--- src/rtl/video_io_regs.sv ---
// video_io_regs: ISA I/O register bank for the CGA/Tandy video adapter.
// Decodes the 16-port window and holds the mode/colour registers, the indexed
// Tandy registers (border, mode select) and a vsync-committed palette. It also
// generates the blink square wave and optional ISA wait states.
module video_io_regs #(
  parameter logic [15:0] IO_BASE_ADDR    = 16'h3D0,
  parameter int          PAL_ENTRIES     = 16,
  parameter int          PAL_WIDTH       = 4,
  parameter bit          SYNC_PAL_UPDATE = 1'b1,
  parameter bit          USE_BUS_WAIT    = 1'b0,
  parameter int          WAIT_CYCLES     = 4,
  parameter logic [23:0] BLINK_MAX       = 24'd0
) (
  input  logic                             clk,
  input  logic                             rst_n,
  input  logic [14:0]                      bus_a,
  input  logic                             bus_ior_l,
  input  logic                             bus_iow_l,
  input  logic                             bus_aen,
  input  logic [7:0]                       bus_d,
  output logic [7:0]                       bus_out,
  output logic                             bus_dir,
  output logic                             bus_rdy,
  input  logic                             vsync_l,
  input  logic                             display_enable,
  input  logic                             blink_hold,
  output logic [7:0]                       control_reg,
  output logic [7:0]                       color_reg,
  output logic [3:0]                       border_col,
  output logic [4:0]                       mode_sel,
  output logic [PAL_ENTRIES*PAL_WIDTH-1:0] pal_active,
  output logic                             pal_commit,
  output logic                             blink
);

  localparam int IDXW = (PAL_ENTRIES > 1) ? $clog2(PAL_ENTRIES) : 1;

  // Address decode on the raw bus (combinational)
  logic       addr_hit;
  logic [3:0] port_off;
  logic       port_ctl, port_col, port_idx, port_data;

  assign addr_hit  = ~bus_aen && (bus_a[14:4] == IO_BASE_ADDR[14:4]);
  assign port_off  = bus_a[3:0];
  assign port_ctl  = addr_hit && (port_off == 4'h8);
  assign port_col  = addr_hit && (port_off == 4'h9);
  assign port_idx  = addr_hit && (port_off == 4'hA);
  assign port_data = addr_hit && (port_off == 4'hE);

  // Synchronisers: bit0/bit1 are the 2-FF chain, bit2 is the delayed copy
  // used for falling-edge detection.
  logic [2:0] iow_sync_reg;
  logic [2:0] vs_sync_reg;
  logic [1:0] de_sync_reg;
  logic [1:0] settle_reg;
  logic       settled;
  logic       vsync_s, de_s;
  logic       iow_fall, vs_fall;

  // Shift the asynchronous strobes and CRTC signals into the clock domain
  always_ff @(posedge clk or negedge rst_n) begin
    if (!rst_n) begin
      iow_sync_reg <= 3'b111;
      vs_sync_reg  <= 3'b111;
      de_sync_reg  <= 2'b00;
      settle_reg   <= 2'd0;
    end else begin
      iow_sync_reg <= {iow_sync_reg[1:0], bus_iow_l};
      vs_sync_reg  <= {vs_sync_reg[1:0], vsync_l};
      de_sync_reg  <= {de_sync_reg[0], display_enable};
      // Edge detection is only trusted once every stage holds a real sample,
      // so a strobe already low at reset release is not seen as an edge.
      settle_reg   <= (settle_reg == 2'd3) ? 2'd3 : settle_reg + 2'd1;
    end
  end

  assign settled  = (settle_reg == 2'd3);
  assign vsync_s  = vs_sync_reg[1];
  assign de_s     = de_sync_reg[1];
  assign iow_fall = settled & iow_sync_reg[2] & ~iow_sync_reg[1];
  assign vs_fall  = settled & vs_sync_reg[2] & ~vs_sync_reg[1];

  // Read path: only the status port drives the bus
  assign bus_dir = port_idx & ~bus_ior_l;
  assign bus_out = bus_dir ? {4'hF, vsync_s, 2'b10, ~de_s} : 8'h00;

  // Write decode during the single-cycle strobe
  logic [4:0]      idx_reg;
  logic [3:0]      idx_inc;
  logic            pal_wr;
  logic [IDXW-1:0] pal_sel;
  logic            commit_stb;

  assign pal_wr     = iow_fall & port_data & idx_reg[4];
  assign pal_sel    = idx_reg[IDXW-1:0];
  assign idx_inc    = (idx_reg[3:0] == 4'(PAL_ENTRIES - 1)) ? 4'h0 : idx_reg[3:0] + 4'h1;
  assign commit_stb = SYNC_PAL_UPDATE & vs_fall;

  // Mode/colour/index/Tandy register updates
  always_ff @(posedge clk or negedge rst_n) begin
    if (!rst_n) begin
      control_reg <= 8'h29;
      color_reg   <= 8'h00;
      idx_reg     <= 5'h00;
      border_col  <= 4'h0;
      mode_sel    <= 5'h00;
    end else if (iow_fall) begin
      if (port_ctl) control_reg <= bus_d;
      if (port_col) color_reg   <= bus_d;
      if (port_idx) idx_reg     <= bus_d[4:0];
      if (port_data) begin
        if (idx_reg[4])            idx_reg    <= {idx_reg[4], idx_inc};
        else if (idx_reg == 5'h02) border_col <= bus_d[3:0];
        else if (idx_reg == 5'h03) mode_sel   <= bus_d[4:0];
      end
    end
  end

  // Palette: one shadow/active register pair per entry
  logic [PAL_WIDTH-1:0] shadow_reg [PAL_ENTRIES];
  logic [PAL_WIDTH-1:0] active_reg [PAL_ENTRIES];

  genvar gi;
  generate
    for (gi = 0; gi < PAL_ENTRIES; gi++) begin : g_pal
      logic entry_hit;
      assign entry_hit = pal_wr && (pal_sel == IDXW'(gi));

      // Shadow takes every write; active follows on commit (or directly)
      always_ff @(posedge clk or negedge rst_n) begin
        if (!rst_n) begin
          shadow_reg[gi] <= PAL_WIDTH'(gi);
          active_reg[gi] <= PAL_WIDTH'(gi);
        end else begin
          if (entry_hit) shadow_reg[gi] <= bus_d[PAL_WIDTH-1:0];
          if (!SYNC_PAL_UPDATE) begin
            if (entry_hit) active_reg[gi] <= bus_d[PAL_WIDTH-1:0];
          end else if (commit_stb) begin
            // A write landing on the commit cycle must not be lost
            active_reg[gi] <= entry_hit ? bus_d[PAL_WIDTH-1:0] : shadow_reg[gi];
          end
        end
      end

      assign pal_active[gi*PAL_WIDTH +: PAL_WIDTH] = active_reg[gi];
    end
  endgenerate

  // Commit pulse, registered alongside the active copy
  always_ff @(posedge clk or negedge rst_n) begin
    if (!rst_n) pal_commit <= 1'b0;
    else        pal_commit <= commit_stb;
  end

  // Blink: half-period counter, frozen by blink_hold
  logic [23:0] blink_cnt_reg;
  always_ff @(posedge clk or negedge rst_n) begin
    if (!rst_n) begin
      blink_cnt_reg <= 24'd0;
      blink         <= 1'b0;
    end else if (!blink_hold) begin
      if (blink_cnt_reg == BLINK_MAX) begin
        blink_cnt_reg <= 24'd0;
        blink         <= ~blink;
      end else begin
        blink_cnt_reg <= blink_cnt_reg + 24'd1;
      end
    end
  end

  generate
    if (USE_BUS_WAIT) begin : g_wait
      logic [2:0] ior_sync_reg;
      logic [3:0] wait_cnt_reg;
      logic       rdy_reg;
      logic       ior_fall;
      logic       port_any;
      logic       wait_start;

      assign port_any   = port_ctl | port_col | port_idx | port_data;
      assign ior_fall   = settled & ior_sync_reg[2] & ~ior_sync_reg[1];
      assign wait_start = (ior_fall | iow_fall) & port_any;

      // Hold bus_rdy low for WAIT_CYCLES after each decoded access edge
      always_ff @(posedge clk or negedge rst_n) begin
        if (!rst_n) begin
          ior_sync_reg <= 3'b111;
          wait_cnt_reg <= 4'd0;
          rdy_reg      <= 1'b1;
        end else begin
          ior_sync_reg <= {ior_sync_reg[1:0], bus_ior_l};
          if (wait_start) begin
            wait_cnt_reg <= 4'(WAIT_CYCLES);
            rdy_reg      <= 1'b0;
          end else if (wait_cnt_reg != 4'd0) begin
            wait_cnt_reg <= wait_cnt_reg - 4'd1;
            rdy_reg      <= (wait_cnt_reg == 4'd1);
          end
        end
      end

      assign bus_rdy = rdy_reg;
    end else begin : g_no_wait
      assign bus_rdy = 1'b1;
    end
  endgenerate

endmodule

--- config.mk ---
export PLATFORM = sky130hd
export DESIGN_NAME = video_io_regs
export DESIGN_NICKNAME = d
export VERILOG_FILES = /design/src/rtl/video_io_regs.sv
export SDC_FILE = /design/constraint.sdc
export NUM_CORES = 1
export LEC_CHECK = 0
export CAP_MARGIN = 15
export CORE_ASPECT_RATIO = 0.9
export CORE_UTILIZATION = 45
export DETAILED_ROUTE_END_ITERATION = 10
export DONT_BUFFER_PORTS = 1
export PLACE_DENSITY = 0.58
export SLEW_MARGIN = 0
export SYNTH_ARGS = -nofsm -noshare
export SYNTH_HDL_FRONTEND = slang
export SYNTH_SLANG_ARGS = --single-unit
--- constraint.sdc ---
create_clock -name clk -period 1.95 [get_ports clk]
set_input_delay 0.39 -clock clk [delete_from_list [all_inputs] [get_ports clk]]
set_output_delay 0.39 -clock clk [all_outputs]
set_load 0.05 [all_outputs]
# Yosys cells after proc, flatten, opt, wreduce, memory -nomap -nowiden
# Index checks and enable logic that the tools add are counted.
[word_totals]
reg_bits = 194
output_inout_bits = 101
[classes]
add_sub_neg = 3
eq_ne = 23
muxes = 23
n_bitwise = 16
n_reduce_logical = 28
[ops]
columns = ["operator", "count"]
rows = [
  ["$mux 4", 17],
  ["$eq 4x4->1 const B", 12],
  ["$add 24x1->24 const B", 1],
  ["$logic_not 24->1", 1],
  ["$mux 24", 1],
  ["$logic_and 1x1->1", 21],
  ["$eq 4x3->1 const B", 4],
  ["$mux 5", 3],
  ["$eq 11x6->1 const B", 1],
  ["$eq 5x2->1 const B", 2],
  ["$not 1->1", 9],
  ["$eq 4x2->1 const B", 2],
  ["$mux 8", 1],
  ["$and 1x1->1", 7],
  ["$reduce_and 2->1", 3],
  ["$reduce_and 5->1", 1],
  ["$add 4x1->4 const B", 1],
  ["$eq 4x1->1 const B", 1],
  ["$logic_not 4->1", 1],
  ["$reduce_and 4->1", 1],
  ["$add 2x1->2 const B", 1],
  ["$eq 2x2->1 const B", 1],
  ["$mux 2", 1],
]

# Logic depth before layout (Yosys ltp)
[logic_depth]
ltp_word = 7
mapped_depth = 7

# Worst setup path after synthesis
# Ideal clock, no wire load.
[synth_path]
path_type = "input port to output port"
startpoint = "input bus_a[11]"
endpoint = "output bus_out[3]"
arrival_time_ps = 2960
path_slack_ps = -1400
cell_stages = 5
n_path_buf = 1
cell_sequence = "nor4b_4 > nand3_1 > buf_2 > nor3_1 > and2_1"
[synth_between]
elab_chain_cells = 5
[synth_lines]
columns = ["element", "line", "source"]
rows = [
  ["from (decl)", "16", "input logic [14:0] bus_a,"],
  ["$eq 11x6->1", "43", "assign addr_hit = ~bus_aen && (bus_a[14:4] == IO_BASE_ADDR[14:4]);"],
  ["$logic_and 1x1->1", "43", ""],
  ["$logic_and 1x1->1", "47", "assign port_idx = addr_hit && (port_off == 4'hA);"],
  ["$and 1x1->1", "84", "assign bus_dir = port_idx & ~bus_ior_l;"],
  ["net bus_dir", "22", "output logic bus_dir,"],
  ["$mux 8", "85", "assign bus_out = bus_dir ? {4'hF, vsync_s, 2'b10, ~de_s} : 8'h00;"],
  ["to (decl)", "21", "output logic [7:0] bus_out,"],
]
# The timed path passes the listed nets, and every way through them passes these cells.

# Worst setup path in the final report
[layout_path]
startpoint = "input bus_a[12]"
endpoint = "output bus_out[4]"
[layout_between]
elab_chain_cells = 5
[layout_lines]
columns = ["element", "line"]
rows = [
  ["$eq 11x6->1", "43"],
  ["$logic_and 1x1->1", "43"],
  ["$logic_and 1x1->1", "47"],
  ["$and 1x1->1", "84"],
  ["$mux 8", "85"],
]
# Every way passes these cells.

==> impl_results.md <==
* Initial DRC count at about 460
* Most common cell after layout, fill and taps aside: dfrtp_1
* Total number of vias at around 6,500
* Reg-to-reg endpoint: pal_active[46]
* Total of max-cap violations at 0
* Total routing resource utilization after global routing at 23.0%
* Max-slew headroom at around three fifths
* Remaining global-route overflow at 0
* Mapped Nets at between 900 and 1,000
* Met2 routed wirelength at 10.4 mm
* DIE WIDTH at around 150 microns
* Post-synthesis sequential area ratio at 56.2%
* Critical Path Source: bus_a[12]
* Upper clock frequency limit at 0.496 GHz
* Die Outline Area at roughly 20,000 sq um
* Routed wire length at 22.0 mm
* Launching point of the worst reg2reg path: iow_sync_reg[2]
* Total length of routed met3 wires at ~1.4 mm
* Final Hold Fails at 154
* Initial DRT Pass Iterations at 5
* Top library cells by usage in the layout, fill and taps aside: 120 x dfrtp_1, 94 x nand2_1, 75 x nand3_1
* Number of enable-type register cells in the synthesized netlist at 0
* Clock Path Buffers at 2
* Area of the multi-input gates at between 3000 and 4000 sq um
* Setup CP Type: in2out
* Vias in the first global route at ~6,400
* Number of port buffers at 0
* Leakage component of the power at around 4.3 nW
* Number of nets in the final layout at roughly 900
* Global-route wire length before repair at about 35 mm
* Flip-flop and latch area at between 4000 and 5000 sq um
* Post-route DRC violation count at 0
* Run status: complete, but fails checks
* Number of placed I/O pins at 132
* VDD IR max at about 600 uV
* Number of fillers in the final layout at 1,693
* Number of different library cells in the post-synthesis netlist at 54
* Flip-flop and latch count after synthesis at 194
* Violated checks: hold timing, setup timing
* Number of rows in the core area at 48
* Hold bufs inserted after CTS at 3
* Layout overhead on the synthesized area at 11.9%
* Setup slack, reg-to-reg at approximately 90 ps
* Diodes inserted at 0
* Cell accounting for the most synthesized area: dfrtp_1
* RD Place Congestion at 0.793
* Period minus WS final at around 2000 ps
* Synth top area share at roughly a third
* Overall die height at approximately 130 microns
* Top flip-flop cell by instance count after synthesis: dfrtp_1
* Drt via density at 5.83
* Crit end category: output pin
* Initial Util at a little under half
* Met1 routed wirelength after detailed routing at 9.81 mm
* Final-report max-slew violation count at 0
* Slew at the pin closest to its max-slew limit at 597 ps
* Crit start category: input pin
* Fraction of final layout cells with drive strength greater than 1 at 23.2%
* Sink count of the clock tree at a little under 200
* TritonCTS clock tree: done
* Largest net degree at the start of global routing at between 150 and 200
* Average footprint of a synthesized cell at 10.1 sq um
* Worst Reg-to-Reg Cells at 5
* H-tree lvl count at 4
* Fin Clk Skew at 10.2 ps
* Minimum setup slack after placement at -128 ps
* Hold slack at -348 ps
* Kind of path behind the tightest hold check: in2async
* Gate count after technology mapping at 869
* Setup-failing EPs final at 3
* Unrepaired setup endpoints after global routing: true
* Summed instance area of the synthesized netlist at 8800 sq um
* Total CTS buffers at 17
* Share of the clock period used by the worst path at 103%
* Clk slew on worst S/H paths at about 70 ps
* Final Worst Setup Slack at -66.8 ps
* Worst path required time at about 1600 ps
* Largest fanout on the critical path at 4
* Number of warning messages in the yosys log at 0
* Routed length per placed instance at 19.6 microns
* Fraction of synthesis flops using an asynchronous set or reset pin at 100%
* Hpwl dp at 14.9 mm
* Area of the core at between 15,000 and 20,000 sq um
* Clock latency on the worst-skew pair at 440 ps
* Leading post-synthesis cells by cell area: dfrtp_1 34%, dfstp_2 22%, a31oi_1 4.6%
* PwrDens at 929 nW/um^2
* Critical Path AT at 1630 ps
* Top routing layer in use: met4
* Antenna violations before repair at 0
* Number of nets with antenna violations after routing at 0
* Clk Tree Root Cell: clkbuf_16
==> metrics by stage <==
stage	power (mW)	TNS (ps)	cells	util, %	instance area, sq um
2_1_floorplan	5.54	-2130	869	-	8840
3_3_place_gp	5.69	-377	1078	47.6	9120
3_5_place_dp	5.73	-514	1078	47.6	9120
4_1_cts	9.25	-342	1113	50.9	9750
5_1_grt	9.51	-532	1121	51.4	9850
6_report	9.15	-200	1121	51.4	9850
==> cells in the mapped netlist, drive strengths merged (7+ instances only) <==
master    n
dfstp    73
a31oi    65
buf      42
nand4    24
xnor2    18
o21ai    72
nor2     72
dfrtp   121
nor3     71
and3b     9
nand2    94
clkbuf   31
nand3    76
mux2     25
inv       7
==> cell type report <==
class                   instances  area share (%)
clock inverters                15            1.65
repair buffers                 43            4.69
inverters                       7           0.267
flip-flops and latches        194            50.2
multi-input cells             595            35.7
clock buffers                  17            4.32
well taps                     250            3.18
==> kinds of logic (layout without fill, tap and decap cells) <==
family,Yosys count,count (layout),share of synthesized area (%)
simple gates,395,395,23.0
flops,194,194,56.2
compound gates,145,145,9.42
buf+inv,80,82,4.73
mux,25,25,3.54
xor+xnor,22,22,2.19
fa+ha+maj,6,6,0.853
other cells,2,2,0.0853
==> layer usage <==
layer  track usage (%)  vias to the layer above
met2              35.6                      171
met1              30.9                     3271
li1                  -                     3065
met4              7.99                        0
met5                 0                        -
met3              6.42                       25
==> where the power goes <==
part / total (mW) / leakage [nW] / switching, mW / internal [mW]
sequential: 5.16 / 2.35 / 0.828 / 4.33
combinational: 0.496 / 1.64 / 0.279 / 0.217
clock: 3.50 / 0.288 / 1.67 / 1.83
==> critical path: stages <==
cell and delay, ps:
nor4b_4 290, nand3_2 190, nor3_4 260, buf_12 260, buf_16 230
==> worst max path at each step <==
| stage | slack, ps | cells past startpoint | endpoint |
|---|---|---|---|
| finish | -70 | 5 | bus_out[4] |
| global route | -140 | 5 | bus_out[4] |
| CTS | -110 | 5 | bus_out[4] |
| detailed placement | -130 | 5 | bus_out[4] |
| global placement | -130 | 5 | bus_out[7] |
| floorplan | -370 | 5 | bus_out[3] |
==> what timing repair did <==
action | in CTS | in global routing
gates resized for setup | 7 | 33
setup buffers | 0 | 8
hold endpoints to repair | 197 | 194
pin swaps | 3 | 4
endpoints found under the setup margin | 10 | 92
Power figures use the tool's default switching activity.
